<file path="src/rtl/mips_mem_port.sv">
//==============================================================================
// mips_mem_port : converts controller read/write strobes into a req/ack
//                 memory transaction with timeout and misalignment reporting
// Revision      : 1.0
//==============================================================================
`default_nettype none

module mips_mem_port #(
  parameter int ADDR_W  = 32,
  parameter int DATA_W  = 32,
  parameter int TIMEOUT = 16
) (
  input  logic              clk,
  input  logic              rst,
  input  logic              cpu_rd,
  input  logic              cpu_wr,
  input  logic [ADDR_W-1:0] cpu_addr,
  input  logic [DATA_W-1:0] cpu_wdata,
  output logic [DATA_W-1:0] cpu_rdata,
  output logic              cpu_busy,
  output logic              cpu_done,
  output logic              cpu_err,
  output logic              mem_req,
  output logic              mem_we,
  output logic [ADDR_W-1:0] mem_addr,
  output logic [DATA_W-1:0] mem_wdata,
  input  logic              mem_ack,
  input  logic [DATA_W-1:0] mem_rdata
);

  localparam int CNT_W = $clog2(TIMEOUT);
  localparam logic [CNT_W-1:0] CNT_MAX = CNT_W'(TIMEOUT - 1);

  typedef enum logic [0:0] {
    ST_IDLE = 1'b0,
    ST_WAIT = 1'b1
  } state_t;

  state_t            state_q,     state_d;
  logic [CNT_W-1:0]  cnt_q,       cnt_d;
  logic              mem_req_q,   mem_req_d;
  logic              mem_we_q,    mem_we_d;
  logic [ADDR_W-1:0] mem_addr_q,  mem_addr_d;
  logic [DATA_W-1:0] mem_wdata_q, mem_wdata_d;
  logic [DATA_W-1:0] cpu_rdata_q, cpu_rdata_d;
  logic              cpu_busy_q,  cpu_busy_d;
  logic              cpu_done_q,  cpu_done_d;
  logic              cpu_err_q,   cpu_err_d;

  always_ff @(posedge clk) begin
    if (rst) begin
      state_q     <= ST_IDLE;
      cnt_q       <= '0;
      mem_req_q   <= 1'b0;
      mem_we_q    <= 1'b0;
      mem_addr_q  <= '0;
      mem_wdata_q <= '0;
      cpu_rdata_q <= '0;
      cpu_busy_q  <= 1'b0;
      cpu_done_q  <= 1'b0;
      cpu_err_q   <= 1'b0;
    end else begin
      state_q     <= state_d;
      cnt_q       <= cnt_d;
      mem_req_q   <= mem_req_d;
      mem_we_q    <= mem_we_d;
      mem_addr_q  <= mem_addr_d;
      mem_wdata_q <= mem_wdata_d;
      cpu_rdata_q <= cpu_rdata_d;
      cpu_busy_q  <= cpu_busy_d;
      cpu_done_q  <= cpu_done_d;
      cpu_err_q   <= cpu_err_d;
    end
  end

  always_comb begin
    state_d     = state_q;
    cnt_d       = cnt_q;
    mem_req_d   = 1'b0;
    mem_we_d    = mem_we_q;
    mem_addr_d  = mem_addr_q;
    mem_wdata_d = mem_wdata_q;
    cpu_rdata_d = cpu_rdata_q;
    cpu_busy_d  = cpu_busy_q;
    cpu_done_d  = 1'b0;
    cpu_err_d   = 1'b0;

    case (state_q)
      ST_IDLE: begin
        cpu_busy_d = 1'b0;
        if (cpu_rd || cpu_wr) begin
          if (cpu_addr[1:0] != 2'b00) begin
            // Misaligned: fail immediately without touching memory
            cpu_done_d = 1'b1;
            cpu_err_d  = 1'b1;
          end else begin
            state_d     = ST_WAIT;
            cnt_d       = '0;
            mem_req_d   = 1'b1;
            mem_we_d    = cpu_wr;
            mem_addr_d  = cpu_addr;
            mem_wdata_d = cpu_wdata;
            cpu_busy_d  = 1'b1;
          end
        end
      end

      ST_WAIT: begin
        if (mem_ack) begin
          state_d    = ST_IDLE;
          cpu_busy_d = 1'b0;
          cpu_done_d = 1'b1;
          if (!mem_we_q) begin
            cpu_rdata_d = mem_rdata;
          end
        end else if (cnt_q == CNT_MAX) begin
          state_d    = ST_IDLE;
          cpu_busy_d = 1'b0;
          cpu_done_d = 1'b1;
          cpu_err_d  = 1'b1;
        end else begin
          cnt_d = cnt_q + CNT_W'(1);
        end
      end

      default: begin
        state_d    = ST_IDLE;
        cpu_busy_d = 1'b0;
      end
    endcase
  end

  assign cpu_rdata = cpu_rdata_q;
  assign cpu_busy  = cpu_busy_q;
  assign cpu_done  = cpu_done_q;
  assign cpu_err   = cpu_err_q;
  assign mem_req   = mem_req_q;
  assign mem_we    = mem_we_q;
  assign mem_addr  = mem_addr_q;
  assign mem_wdata = mem_wdata_q;

endmodule

`default_nettype wire

</file>
<file path="config.mk">
export PLATFORM = sky130hd
export DESIGN_NAME = mips_mem_port
export DESIGN_NICKNAME = d
export VERILOG_FILES = /design/src/rtl/mips_mem_port.sv
export SDC_FILE = /design/constraint.sdc
export NUM_CORES = 1
export LEC_CHECK = 0
export BUFFER_PORTS_ARGS = -buffer_cell sky130_fd_sc_hd__buf_2
export CORE_MARGIN = 2
export CORE_UTILIZATION = 31
export DETAILED_ROUTE_END_ITERATION = 6
export PLACE_DENSITY = 0.62
export RECOVER_POWER = 100
export SLEW_MARGIN = 20
export SYNTH_ARGS = -nofsm -noshare
export SYNTH_HDL_FRONTEND = slang
export SYNTH_SLANG_ARGS = --single-unit
export TNS_END_PERCENT = 1
</file>
<file path="constraint.sdc">
create_clock -name clk -period 1.4 [get_ports clk]
set_input_delay 0.07 -clock clk [delete_from_list [all_inputs] [get_ports clk]]
set_output_delay 0.07 -clock clk [all_outputs]
set_load 0.02 [all_outputs]
</file>
* Word level (Yosys, flattened, before mapping)
Cells that the tools add are included.
** Word-level totals
- Bits in registers :: 106
- Bits in latches :: 0
- Memory bits (writable) :: 0
- ROM bits :: 0
- Bits of input ports :: 101
- Output and inout port bits :: 101
- Memories kept :: 0
** Operators by class
- $add $sub $neg :: 1
- Multipliers :: 0
- Divide/modulo/power cells :: 0
- Order comparisons :: 0
- Equal/unequal tests :: 6
- Shifts and indexed selects :: 0
- Mux-type cells :: 20
- Bitwise operators :: 3
- Reductions and logical operators :: 6
** Operator list (number)
- 4-bit 2-to-1 mux :: 4
- 1-bit 2-to-1 mux :: 11
- 2-bit inequality test (second input constant) :: 4
- 1-bit one-hot mux with 2 select lines :: 4
- 4-bit one-hot mux with 2 select lines :: 1
- 3-bit AND reduction :: 2
- 4-bit by 1-bit adder with 4-bit output (second input constant) :: 1
- 4-bit == test (second input constant) :: 1
- 4-bit AND reduction :: 1
- 3-bit by 2-bit inequality test with 1-bit output (second input constant) :: 1
- 1-bit inverter :: 3
- 2-bit nonzero test :: 1
- 2-bit OR reduction :: 1
- 1-bit logical OR :: 1

* Depth between registers and ports, before layout
Gate-level depths: netlist of run 1.
- Word-level depth :: 4
- Mapped depth :: 5
- Mapped depth without buffers :: 4

* Least setup slack after synthesis of run 1
Ideal clock, no wire load.
- Kind :: register to register
- From :: register mem_we_q (netlist: mem_we)
- To :: register cpu_rdata_q[10] (netlist: cpu_rdata[10])
- Setup time :: 70 ps
- Arrival :: 1112 ps
- Path slack :: 218 ps
- Cell stages (with the launch flop) :: 5
- Path buffers :: 1
- Period minus slack after synthesis :: 1182 ps
- Path through :: dfxtp_1 nand3b_1 clkbuf_1 nand2_1 a21oi_1
** On the way
- Longest elaborated chain between the ends :: 2
** RTL lines
- start, declared :: line 42 : logic mem_we_q, mem_we_d;
- start signal, assigned :: line 66 : mem_we_q <= mem_we_d;
- 1-bit inverter (no source line)
- 3-bit AND reduction (no source line)
- end signal, assigned :: line 69 : cpu_rdata_q <= cpu_rdata_d;
- end, declared :: line 45 : logic [DATA_W-1:0] cpu_rdata_q, cpu_rdata_d;
No other way between the ends.
A chain may end at the register's enable or synchronous reset.

* Worst setup path in the final report of run 1
- From :: register state_q
- To :: register mem_wdata_q[13] (netlist: mem_wdata[13])
** On the way
- Longest elaborated chain between the ends :: 2
** RTL lines
- start, declared :: line 39 : state_t state_q, state_d;
- start signal, assigned :: line 63 : state_q <= state_d;
- 1-bit inverter (no source line)
- 3-bit AND reduction (no source line)
- end signal, assigned :: line 68 : mem_wdata_q <= mem_wdata_d;
- end, declared :: line 44 : logic [DATA_W-1:0] mem_wdata_q, mem_wdata_d;
No other way between the ends.

==> metrics, run 1 <==
result of the run=complete, no violations; worst stage delay on the critical path=0.36 ns; diode count=0; vias in the first global route=4,329; Clock Sinks=106; number of routed nets with antenna violations=0; Starting Density=31.7%; row cnt=41; DIE WIDTH=117 um; setup TNS after final layout=0 ns; maximum clock insertion buffer count=2; most common library cell in the layout ignoring fill and taps=dfxtp_1; count of warnings emitted by yosys=0; global route overflow=0; proportion of register bits with asynchronous set or reset after synthesis=0%; element type at the critical path end=flop; headroom to the max-slew limit=72.5%; leakage power summed over all cells=2.37 nW; drt pass-1 iters=4; non-filler instance count after layout=925; clock latency on the worst-skew pair=0.34 ns; maximum fanout encountered on the critical timing path=30; data required time of the worst path=1.66 ns; nature of the critical path startpoint=flop; proportion of layout cells with a drive suffix above 1=17.9%; Area Overhead vs Synth=57.8%; I/O pins=202; post-route cell area=6290 um2; number of pins with negative max-slew slack in the final report=0; cts bufs inserted=9; clock tree from TritonCTS=done; Post-Route WL=13.2 mm; slowest stage cell, crit path=dfxtp_2; number of flops mapped to enable cells by yosys=0; shortest clock period the worst path allows after layout=1.31 ns; maxcap violations=0; CTS Root Buffer Type=clkbuf_16; highest-count cells in the layout ignoring fill and taps=105 x dfxtp_1, 101 x clkbuf_1, 99 x buf_2; Post-Synthesis Net Count=576; number of nets in the layout=851; Clk pin slew, worst setup/hold paths=0.07 ns; unrepaired setup endpoints after global routing=false; Synth Area per Inst=8.42 um2; height of the die=117 um; largest net degree at the start of global routing=51; Max rail drop VDD=467 uV; slew at the pin closest to its max-slew limit=0.412 ns; H-tree levels=3; wire length of the first global-routing pass=21.1 mm; startpoint-to-endpoint class of the critical path=flop to flop; placed insts=815; count of final setup violators=0; Achievable Freq=764 MHz; number of antenna violations at the first check in global routing=1; class of the most critical hold timing path=primary input to flop; wire length per cell=14.3 um; half-perimeter wire length after placement=8.18 mm; Yosys cell types=28; flop and latch count out of synthesis=106; total die area=13,800 um2; GP Congestion=0.757; instance area at placement=5180 um2; period utilization=93.5%; power per standard cell area=1070 nW/um2; post-detailed-route via-to-cell ratio=4.81; GRT Total Usage=18.8%; Arrival @ worst endpoint=1.57 ns; Cells after Synth=474; most common flop cell mapped by yosys=dfxtp_1; initial detailed-routing violation count=306; remaining routing DRC violations=0; Final Skew=0.00380 ns; endpoints failing hold=0; cell breakdown of the critical path=o21ba_4, buf_6, nand3_1, a21oi_1; Post-Syn Area=3990 um2; Core ar.=12,600 um2; sequential cell area fraction in the yosys report=53.2%; total of buffers placed on input and output ports=201; via total after detailed routing=4,448
critical path: cells and delay by family, from the launching register on:
| kind | cells | cell delay, ns |
|---|---|---|
| compound gates | 2 | 0.48 |
| buf+inv | 1 | 0.25 |
| flops | 1 | 0.36 |
| simple gates | 1 | 0.13 |
per-stage QoR:
step                      hold WS (ns)  setup slack, ns  power [mW]  util (%)
after floorplan                  0.206            0.218        3.71         -
final                           0.0495           0.0904        6.71      50.1
after global placement           0.312            0.221        4.08      41.3
after CTS                       0.0360            0.134        6.82      51.2
after global routing            0.0499           0.0142        7.01      50.1
after detailed placement         0.318            0.142        4.10      41.3
flip-flops by register name, indices dropped and copies added (netlist names):
register / flops
cpu_err: 1
cpu_done: 1
mem_we: 1
cnt_q: 4
mem_req: 1
mem_wdata: 32
mem_addr: 32
cpu_rdata: 32
cpu_busy: 1
state_q: 1
layer usage:
metal  global-route usage (%)  vias to the layer above  routed length [um]
met4                     7.76                        0                 296
met5                        0                        -                   0
met3                     3.84                       25                 839
met2                     31.8                      165                6350
met1                     23.3                     2063                5700
li1                         -                     2195                   -
kinds of logic after synthesis:
kind of cell             synth area share [%]
flip-flops                               53.2
buffers and inverters                    6.37
adder cells (fa/ha/maj)                 0.314
AND/OR/NAND/NOR                          17.0
multiplexers                            0.784
AO/OA/AOI/OAI                            22.3
Yosys cell counts, types with 2 or more instances:
| cell | number | area share, % |
|---|---|---|
| and3_1 | 3 | 0.47 |
| nor2b_1 | 2 | 0.31 |
| nor2_1 | 4 | 0.38 |
| a32o_1 | 3 | 0.75 |
| o21ai_0 | 62 | 7.8 |
| buf_6 | 6 | 1.7 |
| mux2i_1 | 2 | 0.50 |
| nand2_1 | 68 | 6.4 |
| nand3_1 | 67 | 8.4 |
| buf_4 | 4 | 0.75 |
| clkbuf_1 | 18 | 1.7 |
| a21oi_1 | 98 | 12 |
| dfxtp_1 | 106 | 53 |
| buf_2 | 16 | 2.0 |
| o21ai_1 | 2 | 0.25 |
final timing paths:
kind                                   from                    endpoint  slack [ns]  cells after the start
setup / recovery         state_q$_SDFF_PP0_  mem_wdata[13]$_SDFFE_PP0P_        0.09                      4
hold / removal                       cpu_wr         mem_we$_SDFFE_PP0P_        0.05                      3
setup reg to reg         state_q$_SDFF_PP0_  mem_wdata[13]$_SDFFE_PP0P_        0.09                      4
hold reg to reg   cpu_rdata[4]$_SDFFE_PP0P_   cpu_rdata[4]$_SDFFE_PP0P_        0.45                      2
power breakdown:
| group | switching, mW | leakage, nW | internal (mW) |
|---|---|---|---|
| Combinational | 0.564 | 1.37 | 0.469 |
| Sequential | 0.0550 | 0.862 | 3.12 |
| Clock | 1.08 | 0.140 | 1.42 |
cell type report:
class | count | area [um2]
tap | 172 | 215
inverter | 1 | 3.75
multi-input combinational | 322 | 1630
timing repair buffer | 309 | 2030
sequential | 106 | 2120
clock buffer | 10 | 239
clock inverter | 5 | 55.1
fill | 1210 | 6270
what timing repair did:
item	CTS	global route
gates resized for setup	0	1
hold buffers	95	0
setup buffers	0	0
hold endpoints to repair	96	0
endpoints found under the setup margin	0	1
(Power assumes the default switching activity.)
==> run 2: changes to the inputs <==
--- a/config.mk
+++ b/config.mk
@@ -6,8 +6,10 @@
 export NUM_CORES = 1
 export LEC_CHECK = 0
 export BUFFER_PORTS_ARGS = -buffer_cell sky130_fd_sc_hd__buf_2
+export CAP_MARGIN = 15
 export CORE_MARGIN = 2
 export CORE_UTILIZATION = 31
+export CTS_CLUSTER_SIZE = 10
 export DETAILED_ROUTE_END_ITERATION = 6
 export PLACE_DENSITY = 0.62
 export RECOVER_POWER = 100
==> constraint.sdc (replaced) <==
create_clock -name clk -period 1.4 [get_ports clk]
set_input_delay 0.07 -clock clk [delete_from_list [all_inputs] [get_ports clk]]
set_output_delay 0.07 -clock clk [all_outputs]
set_load 0.1 [all_outputs]
==> run 2 against run 1 <==
  * Flip-flop and latch count unchanged
  * Global-route usage down 0.62 points
  * Utilization up 0.64 points
  * Register-to-register slack about the same
  * Clock power about the same
  * Combinational power rose by 61%
  * Non-clock buffer count is 2 lower
  * Final cell count decreased by 0.22%
  * Critical path depth unchanged
  * Via count decreased by 0.67%
  * Sequential share of layout area shrank 0.38 points
  * Die area did not move
==> metrics, run 2 (same netlist as run 1, synthesis figures left out) <==
Achievable Freq=768 MHz; worst stage delay on the critical path=0.37 ns; Max rail drop VDD=545 uV; proportion of layout cells with a drive suffix above 1=30.8%; diode count=0; slowest stage cell, crit path=dfxtp_1; shortest clock period the worst path allows after layout=1.30 ns; number of pins with negative max-slew slack in the final report=0; nature of the critical path startpoint=flop; DIE WIDTH=117 um; non-filler instance count after layout=923; via total after detailed routing=4,418; drt pass-1 iters=4; setup TNS after final layout=0 ns; Area Overhead vs Synth=59.8%; placed insts=813; row cnt=41; global route overflow=0; height of the die=117 um; remaining routing DRC violations=0; I/O pins=202; Starting Density=31.7%; GRT Total Usage=18.2%; Clk pin slew, worst setup/hold paths=0.07 ns; slew at the pin closest to its max-slew limit=0.565 ns; total of buffers placed on input and output ports=201; unrepaired setup endpoints after global routing=false; leakage power summed over all cells=2.70 nW; count of final setup violators=0; element type at the critical path end=flop; data required time of the worst path=1.66 ns; endpoints failing hold=0; half-perimeter wire length after placement=7.74 mm; Post-Route WL=12.7 mm; class of the most critical hold timing path=primary input to flop; result of the run=complete, no violations; highest-count cells in the layout ignoring fill and taps=105 x dfxtp_1, 101 x clkbuf_2, 99 x buf_2; post-CTS setup buffer count=0; initial detailed-routing violation count=281; maximum fanout encountered on the critical timing path=35; Hold WS=0.0353 ns; power per standard cell area=1150 nW/um2; post-route cell area=6370 um2; Final Skew=0.00473 ns; startpoint-to-endpoint class of the critical path=flop to flop; period utilization=93.0%; clock tree from TritonCTS=done; clock latency on the worst-skew pair=0.34 ns; GP Congestion=0.722; number of routed nets with antenna violations=0; CTS Root Buffer Type=clkbuf_16; Clock Sinks=106; maximum clock insertion buffer count=2; headroom to the max-slew limit=62.5%; number of nets in the layout=849; largest net degree at the start of global routing=64; cell breakdown of the critical path=o21ba_4, buf_12, nand3_1, a21oi_1; number of antenna violations at the first check in global routing=0; cts bufs inserted=9; wire length of the first global-routing pass=20.6 mm; maxcap violations=0; total die area=13,800 um2; Arrival @ worst endpoint=1.56 ns; Core ar.=12,600 um2; vias in the first global route=4,225; instance area at placement=5140 um2; post-detailed-route via-to-cell ratio=4.79; H-tree levels=3; most common library cell in the layout ignoring fill and taps=dfxtp_1; wire length per cell=13.7 um
-- run 2: cell types whose count changed in the layout (fill, tap and decap cells not counted), sizes merged --
cell,delta
buf,-1
clkbuf,+2
clkinv,-2
clkinvlp,-2
inv,+1
-- run 2: repair_timing --
action                    CTS  global route
hold buffers               95             0
gates resized for setup     0             0
hold endpoints to repair   99             0
-- run 2: final timing paths --
kind                            slack [ns]                       from                         to  cells after the start
worst min register to register        0.45  cpu_rdata[9]$_SDFFE_PP0P_  cpu_rdata[9]$_SDFFE_PP0P_                      2
worst max-delay path                   0.1         state_q$_SDFF_PP0_  mem_wdata[7]$_SDFFE_PP0P_                      4
worst max register to register         0.1         state_q$_SDFF_PP0_  mem_wdata[7]$_SDFFE_PP0P_                      4
worst min-delay path                  0.04                     cpu_wr        mem_we$_SDFFE_PP0P_                      3
-- run 2: final cells by class --
| type | count | area [um2] |
|---|---|---|
| fill | 1142 | 6190 |
| sequential | 106 | 2130 |
| tap | 172 | 215 |
| clock buffer | 13 | 250 |
| multi-input combinational | 322 | 1630 |
| timing repair buffer | 307 | 2120 |
| inverter | 1 | 3.75 |
| clock inverter | 2 | 36.3 |
-- run 2: per-stage QoR --
step | util (%) | setup WS, ns | power [mW]
floorplan | - | 0.0535 | 4.34
global placement | 40.9 | 0.155 | 4.67
detailed placement | 40.9 | 0.120 | 4.69
CTS | 50.7 | 0.105 | 7.41
global route | 50.7 | 0.00285 | 7.62
finish | 50.7 | 0.0978 | 7.32
-- run 2: layer usage --
| layer | routed length (um) | global-route usage, % |
|---|---|---|
| met3 | 707 | 3.79 |
| met1 | 5510 | 22.2 |
| met4 | 349 | 9.34 |
| met2 | 6120 | 30.1 |
| met5 | 0 | 0 |
-- run 2: power by group --
group          switching, mW  internal, mW  total (mW)
clock                   1.06          1.43        2.49
sequential            0.0535          3.12        3.17
combinational           1.18         0.479        1.66
-- run 2: critical path, delay by kind of cell (launching register included) --
kind / cells / cell delay (ns)
flip-flops: 1 / 0.37
AO/OA/AOI/OAI: 2 / 0.52
buffers and inverters: 1 / 0.22
AND/OR/NAND/NOR: 1 / 0.09
